[src/rtl/octave_select.sv]
`default_nettype none
// ============================================================================
//  Module      : octave_select
//  Description : Octave selector for the synth front end. Converts the
//                synchronised octave-up / octave-down button levels into a
//                registered octave index. Supports saturating or wrapping
//                limits, a programmable reset octave, and optional
//                press-and-hold auto-repeat.
//
//  Ports
//    clk         in   1      system clock, rising edge
//    rst         in   1      synchronous active-high reset
//    oct_up      in   1      octave-up level (index - 1)
//    oct_down    in   1      octave-down level (index + 1)
//    oct_switch  out  OCT_W  current octave index, 0 = highest pitch
//    oct_changed out  1      one-cycle pulse when oct_switch changes
//    limit_hit   out  1      one-cycle pulse on a step refused at a limit
//    at_min      out  1      oct_switch == 0 (combinational)
//    at_max      out  1      oct_switch == NUM_OCT-1 (combinational)
//
//  Revision    : 1.0 - initial release
// ============================================================================
module octave_select #(
    parameter int NUM_OCT       = 4,
    parameter int OCT_W         = $clog2(NUM_OCT),
    parameter int DEFAULT_OCT   = 0,
    parameter int WRAP          = 0,
    parameter int REPEAT_EN     = 0,
    parameter int HOLD_CYCLES   = 1000,
    parameter int REPEAT_CYCLES = 250
) (
    input  logic             clk,
    input  logic             rst,
    input  logic             oct_up,
    input  logic             oct_down,
    output logic [OCT_W-1:0] oct_switch,
    output logic             oct_changed,
    output logic             limit_hit,
    output logic             at_min,
    output logic             at_max
);

    localparam int c_tmr_max = (HOLD_CYCLES > REPEAT_CYCLES) ? HOLD_CYCLES : REPEAT_CYCLES;
    localparam int c_tmr_w   = $clog2(c_tmr_max + 1);

    localparam logic [c_tmr_w-1:0] c_hold_ld = c_tmr_w'(HOLD_CYCLES - 1);
    localparam logic [c_tmr_w-1:0] c_rep_ld  = c_tmr_w'(REPEAT_CYCLES - 1);
    localparam logic [OCT_W-1:0]   c_last    = OCT_W'(NUM_OCT - 1);
    localparam logic [OCT_W-1:0]   c_default = OCT_W'(DEFAULT_OCT);
    localparam logic               c_wrap    = (WRAP != 0);

    typedef enum logic [1:0] {
        S_IDLE    = 2'd0,
        S_HOLD_DN = 2'd1,
        S_HOLD_UP = 2'd2,
        S_BOTH    = 2'd3
    } state_t;

    state_t             r_state;
    logic [c_tmr_w-1:0] r_tmr;
    logic [OCT_W-1:0]   r_idx;
    logic               r_up_q;
    logic               r_down_q;
    logic               r_changed;
    logic               r_limit;

    logic               w_up_rise;
    logic               w_dn_rise;
    logic [OCT_W-1:0]   w_dn_idx;
    logic               w_dn_lim;
    logic [OCT_W-1:0]   w_up_idx;
    logic               w_up_lim;
    logic [OCT_W-1:0]   w_rep_idx;
    logic               w_rep_lim;

    assign w_up_rise = oct_up & ~r_up_q;
    assign w_dn_rise = oct_down & ~r_down_q;

    // Outcome of a down step and of an up step from the current index.
    // A refused step (saturating mode at a limit) leaves the index alone.
    always_comb begin
        w_dn_lim = 1'b0;
        w_up_lim = 1'b0;
        if (r_idx == c_last) begin
            w_dn_idx = c_wrap ? '0 : r_idx;
            w_dn_lim = ~c_wrap;
        end else begin
            w_dn_idx = r_idx + OCT_W'(1);
        end
        if (r_idx == '0) begin
            w_up_idx = c_wrap ? c_last : r_idx;
            w_up_lim = ~c_wrap;
        end else begin
            w_up_idx = r_idx - OCT_W'(1);
        end
    end

    // Repeat steps go in the direction of the button being held.
    assign w_rep_idx = (r_state == S_HOLD_DN) ? w_dn_idx : w_up_idx;
    assign w_rep_lim = (r_state == S_HOLD_DN) ? w_dn_lim : w_up_lim;

    always_ff @(posedge clk) begin
        if (rst) begin
            r_state   <= S_IDLE;
            r_tmr     <= '0;
            r_idx     <= c_default;
            r_up_q    <= 1'b0;
            r_down_q  <= 1'b0;
            r_changed <= 1'b0;
            r_limit   <= 1'b0;
        end else begin
            r_up_q    <= oct_up;
            r_down_q  <= oct_down;
            r_changed <= 1'b0;
            r_limit   <= 1'b0;
            if (oct_up && oct_down) begin
                // Chords never step; the hold timer is abandoned.
                r_state <= S_BOTH;
                r_tmr   <= '0;
            end else if (r_state == S_BOTH) begin
                // The button still held after a chord has no new edge,
                // so it must be released before anything else happens.
                if (!oct_up && !oct_down) begin
                    r_state <= S_IDLE;
                end
            end else if (w_dn_rise) begin
                r_state   <= S_HOLD_DN;
                r_tmr     <= c_hold_ld;
                r_idx     <= w_dn_idx;
                r_changed <= ~w_dn_lim;
                r_limit   <= w_dn_lim;
            end else if (w_up_rise) begin
                r_state   <= S_HOLD_UP;
                r_tmr     <= c_hold_ld;
                r_idx     <= w_up_idx;
                r_changed <= ~w_up_lim;
                r_limit   <= w_up_lim;
            end else if ((r_state == S_HOLD_DN && !oct_down) ||
                         (r_state == S_HOLD_UP && !oct_up)) begin
                r_state <= S_IDLE;
                r_tmr   <= '0;
            end else if (r_state != S_IDLE && REPEAT_EN != 0) begin
                if (r_tmr == '0) begin
                    r_tmr     <= c_rep_ld;
                    r_idx     <= w_rep_idx;
                    r_changed <= ~w_rep_lim;
                    r_limit   <= w_rep_lim;
                end else begin
                    r_tmr <= r_tmr - c_tmr_w'(1);
                end
            end
        end
    end

    assign oct_switch  = r_idx;
    assign oct_changed = r_changed;
    assign limit_hit   = r_limit;
    assign at_min      = (r_idx == '0);
    assign at_max      = (r_idx == c_last);

endmodule
`default_nettype wire

[config.mk]
export PLATFORM = sky130hd
export DESIGN_NAME = octave_select
export DESIGN_NICKNAME = d
export VERILOG_FILES = /design/src/rtl/octave_select.sv
export SDC_FILE = /design/constraint.sdc
export NUM_CORES = 1
export LEC_CHECK = 0
export ABC_CLOCK_PERIOD_IN_PS = 3100
export CAP_MARGIN = 25
export CELL_PAD_IN_SITES_DETAIL_PLACEMENT = 2
export CELL_PAD_IN_SITES_GLOBAL_PLACEMENT = 2
export CORE_MARGIN = 2
export CORE_UTILIZATION = 29
export DETAILED_ROUTE_END_ITERATION = 12
export PLACE_DENSITY = 0.79
export REMOVE_ABC_BUFFERS = 1
export SKIP_CTS_REPAIR_TIMING = 1
export SLEW_MARGIN = 20
export SYNTH_ARGS = -nofsm -noshare
export SYNTH_HDL_FRONTEND = slang
export SYNTH_SLANG_ARGS = --single-unit
[constraint.sdc]
create_clock -name clk -period 3.1 [get_ports clk]
set_input_delay 0.93 -clock clk [delete_from_list [all_inputs] [get_ports clk]]
set_output_delay 0.93 -clock clk [all_outputs]
set_load 0.1 [all_outputs]
==> impl_metrics.json, run 1 <==
{
  "syn_inst": 44,
  "start_kind": "register",
  "ys_warn_count": 0,
  "power.internal_uw": 175,
  "n_antenna_cell": 0,
  "comb_power_share": 0.273,
  "gr-usage-all-layers": 0.140,
  "gr-total-overflow": 0,
  "gp_congestion": 0.782,
  "startpoint": "oct_switch[1]",
  "die-area_sq_um": 1790,
  "avgSynthCellArea_sq_um": 9.67,
  "cts.path.max_buffers": 2,
  "clk_pin_slew_worst_paths_ns": 0.06,
  "worst_clock_skew_ns": 0.000837,
  "yosysTopAreaCellShare": 0.376,
  "h-tree-depth": 1,
  "avgViaCountPerCell": 5.61,
  "vias": 387,
  "p_switching_uw": 98.4,
  "syn_area_sq_um": 425,
  "final_hold_viol_count": 0,
  "crit_required_ns": 2.17,
  "setup_violations": 0,
  "crit_type": "reg2out",
  "grt_pass1_vias": 401,
  "swShare": 0.360,
  "tns_ns": 0,
  "finalMaxSlewViolations": 0,
  "drc": 0,
  "grt_first_pass_wirelength_um": 1840,
  "fin_crit_sh": 0.699,
  "min-delay-start": "r_state[0]",
  "p_per_area_nw_per_um2": 527,
  "ant_nets": 0,
  "setup.worst_path.end_class": "primary output",
  "drt_iter0_drc": 1,
  "syn2layout_area_growth_pct": 22.1,
  "min_period_ns": 2.17,
  "synth-seq-cells": 8,
  "relSlewSlack": 0.756,
  "dieHeight_um": 42.3,
  "r2r_start": "r_state[1]",
  "antenna_found_initial": 0,
  "synth.distinct_cells": 25,
  "synth_area_leaders": "dfxtp_1 (38%), buf_6 (5.3%), a22o_4 (4.1%)",
  "cts_tree": "built",
  "ys_seq_area_frac": 0.376,
  "dpl.hpwl_um": 867,
  "whs_ns": 0.522,
  "start_util": 0.319,
  "die_w_um": 42.3,
  "max-cap-violations": 0,
  "wl_um": 1140,
  "rows": 13,
  "cts_root_buffer": "clkbuf_4",
  "r2r_cells": 3,
  "p_leak_uw": 0.000218,
  "p_clk_frac": 0.296,
  "drive_gt1_frac": 0.259,
  "worst_slew_pin_slew_ns": 0.365,
  "whs_path_depth": 2,
  "ir_worst_vdd_mv": 0.155,
  "fmax_mhz": 461,
  "p_total_uw": 273,
  "clk_latency_ns": 0.25,
  "ios": 10,
  "grt_start_max_net_pins": 12,
  "outcome": "complete, no violations",
  "arrival_ns": 1.24,
  "cts_sinks": 8,
  "rsz0062_at_grt": "false",
  "worst-path-max-fanout": 9,
  "yosys.area.top_type": "dfxtp_1",
  "fin_nets": 60,
  "port_buffers": 9,
  "wl_per_cell_um": 16.5,
  "seqPwrFrac": 0.431,
  "coreArea_sq_um": 1330,
  "fillCellCount": 158,
  "dr.pass1.iters": 4,
  "hp-class": "reg2reg",
  "cts_buffers": 3
}
-- critical path, stage by stage, from the launching register on --
cell and delay, ns:
dfxtp_1 0.52, and2_1 0.18, buf_4 0.28
-- sequential cells by signal, indices dropped and copies added (netlist names) --
name and flops:
r_state 2, oct_switch 2, r_up_q 1, limit_hit 1, oct_changed 1, r_down_q 1
-- through the flow --
step	util	setup WS (ns)	cells	cell area [sq um]
final	0.389	0.933	69	519
after global placement	0.372	0.708	66	497
after global routing	0.389	0.806	69	519
after detailed placement	0.372	0.679	66	497
after CTS	0.389	0.915	69	519
after floorplan	-	0.0111	42	403
-- power by group through the flow --
stage | combinational, uW | sequential, uW | clock (uW)
after floorplan | 32.6 | 140 | 0
after global placement | 73.1 | 120 | 0
after global routing | 79.0 | 119 | 88.7
final | 74.6 | 118 | 81.1
after detailed placement | 75.2 | 120 | 0
after CTS | 75.4 | 118 | 84.1
-- per-layer routing --
| layer | global-route usage | share of wire | routed length (um) | vias up |
|---|---|---|---|---|
| met5 | 0 | 0 | 0 | - |
| met4 | 0.0375 | 0 | 0 | 0 |
| met3 | 0.0733 | 0.057 | 65 | 0 |
| met2 | 0.231 | 0.50 | 564 | 10 |
| met1 | 0.157 | 0.44 | 505 | 193 |
| li1 | - | - | - | 184 |
-- cell usage in the layout (no fill, tap or decap) --
master / Yosys / final
a2111oi_2: 1 / 1
a211oi_1: 2 / 2
a21o_1: 2 / 2
a21oi_1: 3 / 3
a22o_4: 1 / 1
a22oi_1: 1 / 1
a31oi_1: 1 / 1
and2_1: 1 / 1
and3b_1: 1 / 1
and4b_1: 1 / 1
buf_4: 0 / 6
clkbuf_4: 0 / 3
clkdlybuf4s50_1: 0 / 3
dfxtp_1: 8 / 8
inv_1: 4 / 4
nand2_1: 2 / 2
nand2b_1: 1 / 1
nand3b_1: 1 / 1
nor2_1: 2 / 2
nor2b_1: 2 / 2
nor2b_4: 1 / 1
nor3_1: 1 / 1
o2111a_1: 1 / 1
o21ai_0: 2 / 2
o21ai_1: 1 / 1
o21ai_2: 1 / 1
o41ai_2: 1 / 1
-- cells by family after synthesis --
logic type	synth area share
flops	0.376
compound gates	0.335
buf+inv	0.0882
simple gates	0.200
-- worst paths after layout --
path	endpoint	slack (ns)
worst max-delay path	at_max	0.93
worst min-delay path	r_state[0]	0.52
worst max register to register	oct_switch[1]	1.96
worst min register to register	r_state[0]	0.52
-- synth_stat cells --
cell type	n
buf_6	2
nand3b_1	1
nand2_1	2
a21oi_1	3
dfxtp_1	8
nor2b_4	1
inv_1	4
o41ai_2	1
and2_1	1
nor3_1	1
o21ai_2	1
o21ai_0	2
a22o_4	1
nor2_1	2
and3b_1	1
o2111a_1	1
a211oi_1	2
nand2b_1	1
a2111oi_2	1
nor2b_1	2
a21o_1	2
and4b_1	1
o21ai_1	1
a22oi_1	1
a31oi_1	1
-- cell type report --
cell class              count  area (sq um)  share of cell area
flip-flops and latches      8           160               0.308
multi-input cells          30           228               0.439
repair buffers              9          75.1               0.145
clock buffers               3          22.5              0.0434
inverters                   4          15.0              0.0289
well taps                  15          18.8              0.0361
(Power assumes the default switching activity.)
==> run 2: changes to the inputs <==
--- a/config.mk
+++ b/config.mk
@@ -5,14 +5,14 @@
 export SDC_FILE = /design/constraint.sdc
 export NUM_CORES = 1
 export LEC_CHECK = 0
-export ABC_CLOCK_PERIOD_IN_PS = 3100
+export ABC_CLOCK_PERIOD_IN_PS = 1950
 export CAP_MARGIN = 25
 export CELL_PAD_IN_SITES_DETAIL_PLACEMENT = 2
 export CELL_PAD_IN_SITES_GLOBAL_PLACEMENT = 2
 export CORE_MARGIN = 2
-export CORE_UTILIZATION = 29
+export CORE_UTILIZATION = 24
 export DETAILED_ROUTE_END_ITERATION = 12
-export PLACE_DENSITY = 0.79
+export PLACE_DENSITY = 0.7
 export REMOVE_ABC_BUFFERS = 1
 export SKIP_CTS_REPAIR_TIMING = 1
 export SLEW_MARGIN = 20
==> constraint.sdc (replaced) <==
create_clock -name clk -period 1.95 [get_ports clk]
set_input_delay 0.585 -clock clk [delete_from_list [all_inputs] [get_ports clk]]
set_output_delay 0.585 -clock clk [all_outputs]
set_load 0.1 [all_outputs]
==> impl_metrics.json, run 2 (synthesized netlist as in run 1, its figures left out) <==
{
  "grt_start_max_net_pins": 9,
  "coreArea_sq_um": 1690,
  "dpl.hpwl_um": 790,
  "n_antenna_cell": 0,
  "drt_iter0_drc": 3,
  "relSlewSlack": 0.777,
  "die_w_um": 46.1,
  "layoutNonFillerInstCount": 74,
  "wl_um": 1030,
  "gp_congestion": 0.703,
  "r2r_start": "oct_switch[1]",
  "worst_slew_pin_slew_ns": 0.334,
  "arrival_ns": 1.14,
  "dieHeight_um": 46.1,
  "p_per_area_nw_per_um2": 738,
  "rsz0062_at_grt": "false",
  "syn2layout_area_growth_pct": 45.6,
  "avgViaCountPerCell": 5.22,
  "p_leak_uw": 0.000254,
  "worst_clock_skew_ns": 0.00311,
  "setup_violations": 0,
  "outcome": "complete, no violations",
  "cts_tree": "built",
  "drt-met1-wl_um": 431,
  "cts.path.max_buffers": 2,
  "layout_common_cells": "dfxtp_1 (8), buf_12 (6), inv_1 (4)",
  "top_layer": "met4",
  "dp.cells": 71,
  "rows": 15,
  "max-cap-violations": 0,
  "start_util": 0.252,
  "wl_met2_um": 531,
  "rr_endpoint": "oct_changed",
  "setup.worst_path.end_class": "primary output",
  "cts_root_buffer": "clkbuf_4",
  "grt_pass1_vias": 385,
  "wl_met3_um": 37,
  "worst-path-max-fanout": 7,
  "hp-class": "reg2reg",
  "crit_required_ns": 1.36,
  "antenna_found_initial": 0,
  "grt_first_pass_wirelength_um": 1840,
  "fmax_mhz": 580,
  "final_common_cell": "dfxtp_1",
  "drive_gt1_frac": 0.298,
  "dr.pass1.iters": 2,
  "clk_pin_slew_worst_paths_ns": 0.06,
  "final_core_util": 0.367,
  "cts_sinks": 8,
  "ios": 10,
  "whs_path_depth": 2,
  "wl_per_cell_um": 13.9,
  "r2r_slack_ns": 0.75,
  "fillCellCount": 187,
  "placed_area_sq_um": 597,
  "finalMaxSlewViolations": 0,
  "dpl_worst_slack_ns": -0.0495,
  "gr-usage-all-layers": 0.129,
  "min-delay-start": "r_state[1]",
  "min_period_ns": 1.72,
  "crit_type": "reg2out",
  "start_kind": "register",
  "fin_ws_ns": 0.226,
  "fin_crit_sh": 0.884,
  "ant_nets": 0,
  "ir_worst_vdd_mv": 0.382,
  "die-area_sq_um": 2130,
  "clk_latency_ns": 0.25,
  "drc": 0,
  "h-tree-depth": 1,
  "final_hold_viol_count": 0,
  "port_buffers": 9,
  "cts_buffers": 3,
  "worstHoldEndpoint": "r_state[1]",
  "r2r_cells": 3,
  "gr-total-overflow": 0,
  "final_area_sq_um": 619,
  "vias": 386,
  "fin_nets": 63
}
## run 2: cell count changes in the layout (fill, tap and decap cells not counted), sizes merged
| cell | change |
|---|---|
| buf | +3 |
## run 2: layer usage
metal,vias to the layer above,GRT usage
li1,189,-
met1,185,0.138
met5,-,0
met3,2,0.0471
met2,10,0.211
met4,0,0.0857
## run 2: area by class of cell
class / instances / area [sq um] / area share
sequential: 8 / 160 / 0.259
timing repair buffer: 12 / 173 / 0.279
clock buffer: 3 / 22.5 / 0.0364
tap: 17 / 21.3 / 0.0343
inverter: 4 / 15.0 / 0.0242
multi-input combinational: 30 / 228 / 0.368
## run 2: worst max-delay path by stage
stage / start / depth (start not counted) / end
floorplan: oct_switch[1] / 1 / at_min
global placement: oct_up / 4 / oct_changed
detailed placement: oct_up / 4 / oct_changed
CTS: oct_switch[0] / 2 / at_max
global route: oct_up / 4 / oct_changed
finish: oct_switch[0] / 2 / at_max
## run 2: per-stage QoR
stage	TNS (ns)	hold slack [ns]	power, uW
after floorplan	-1.98	0.463	274
after global placement	-0.0374	0.501	334
after detailed placement	-0.0495	0.506	334
after CTS	0	0.517	468
after global routing	0	0.565	485
final	0	0.519	457
## run 2: where the power goes
group	switching (uW)	internal (uW)	leakage (uW)	total, uW
clock network	56.3	70.4	0.0000138	127
registers	14.4	174	0.0000661	188
logic	86.5	55.6	0.000174	142
total	157	300	0.000254	457
## run 2: worst max-delay path, stage by stage (launching register included)
cell and delay (ns):
dfxtp_1 0.48, and2_1 0.22, buf_12 0.18
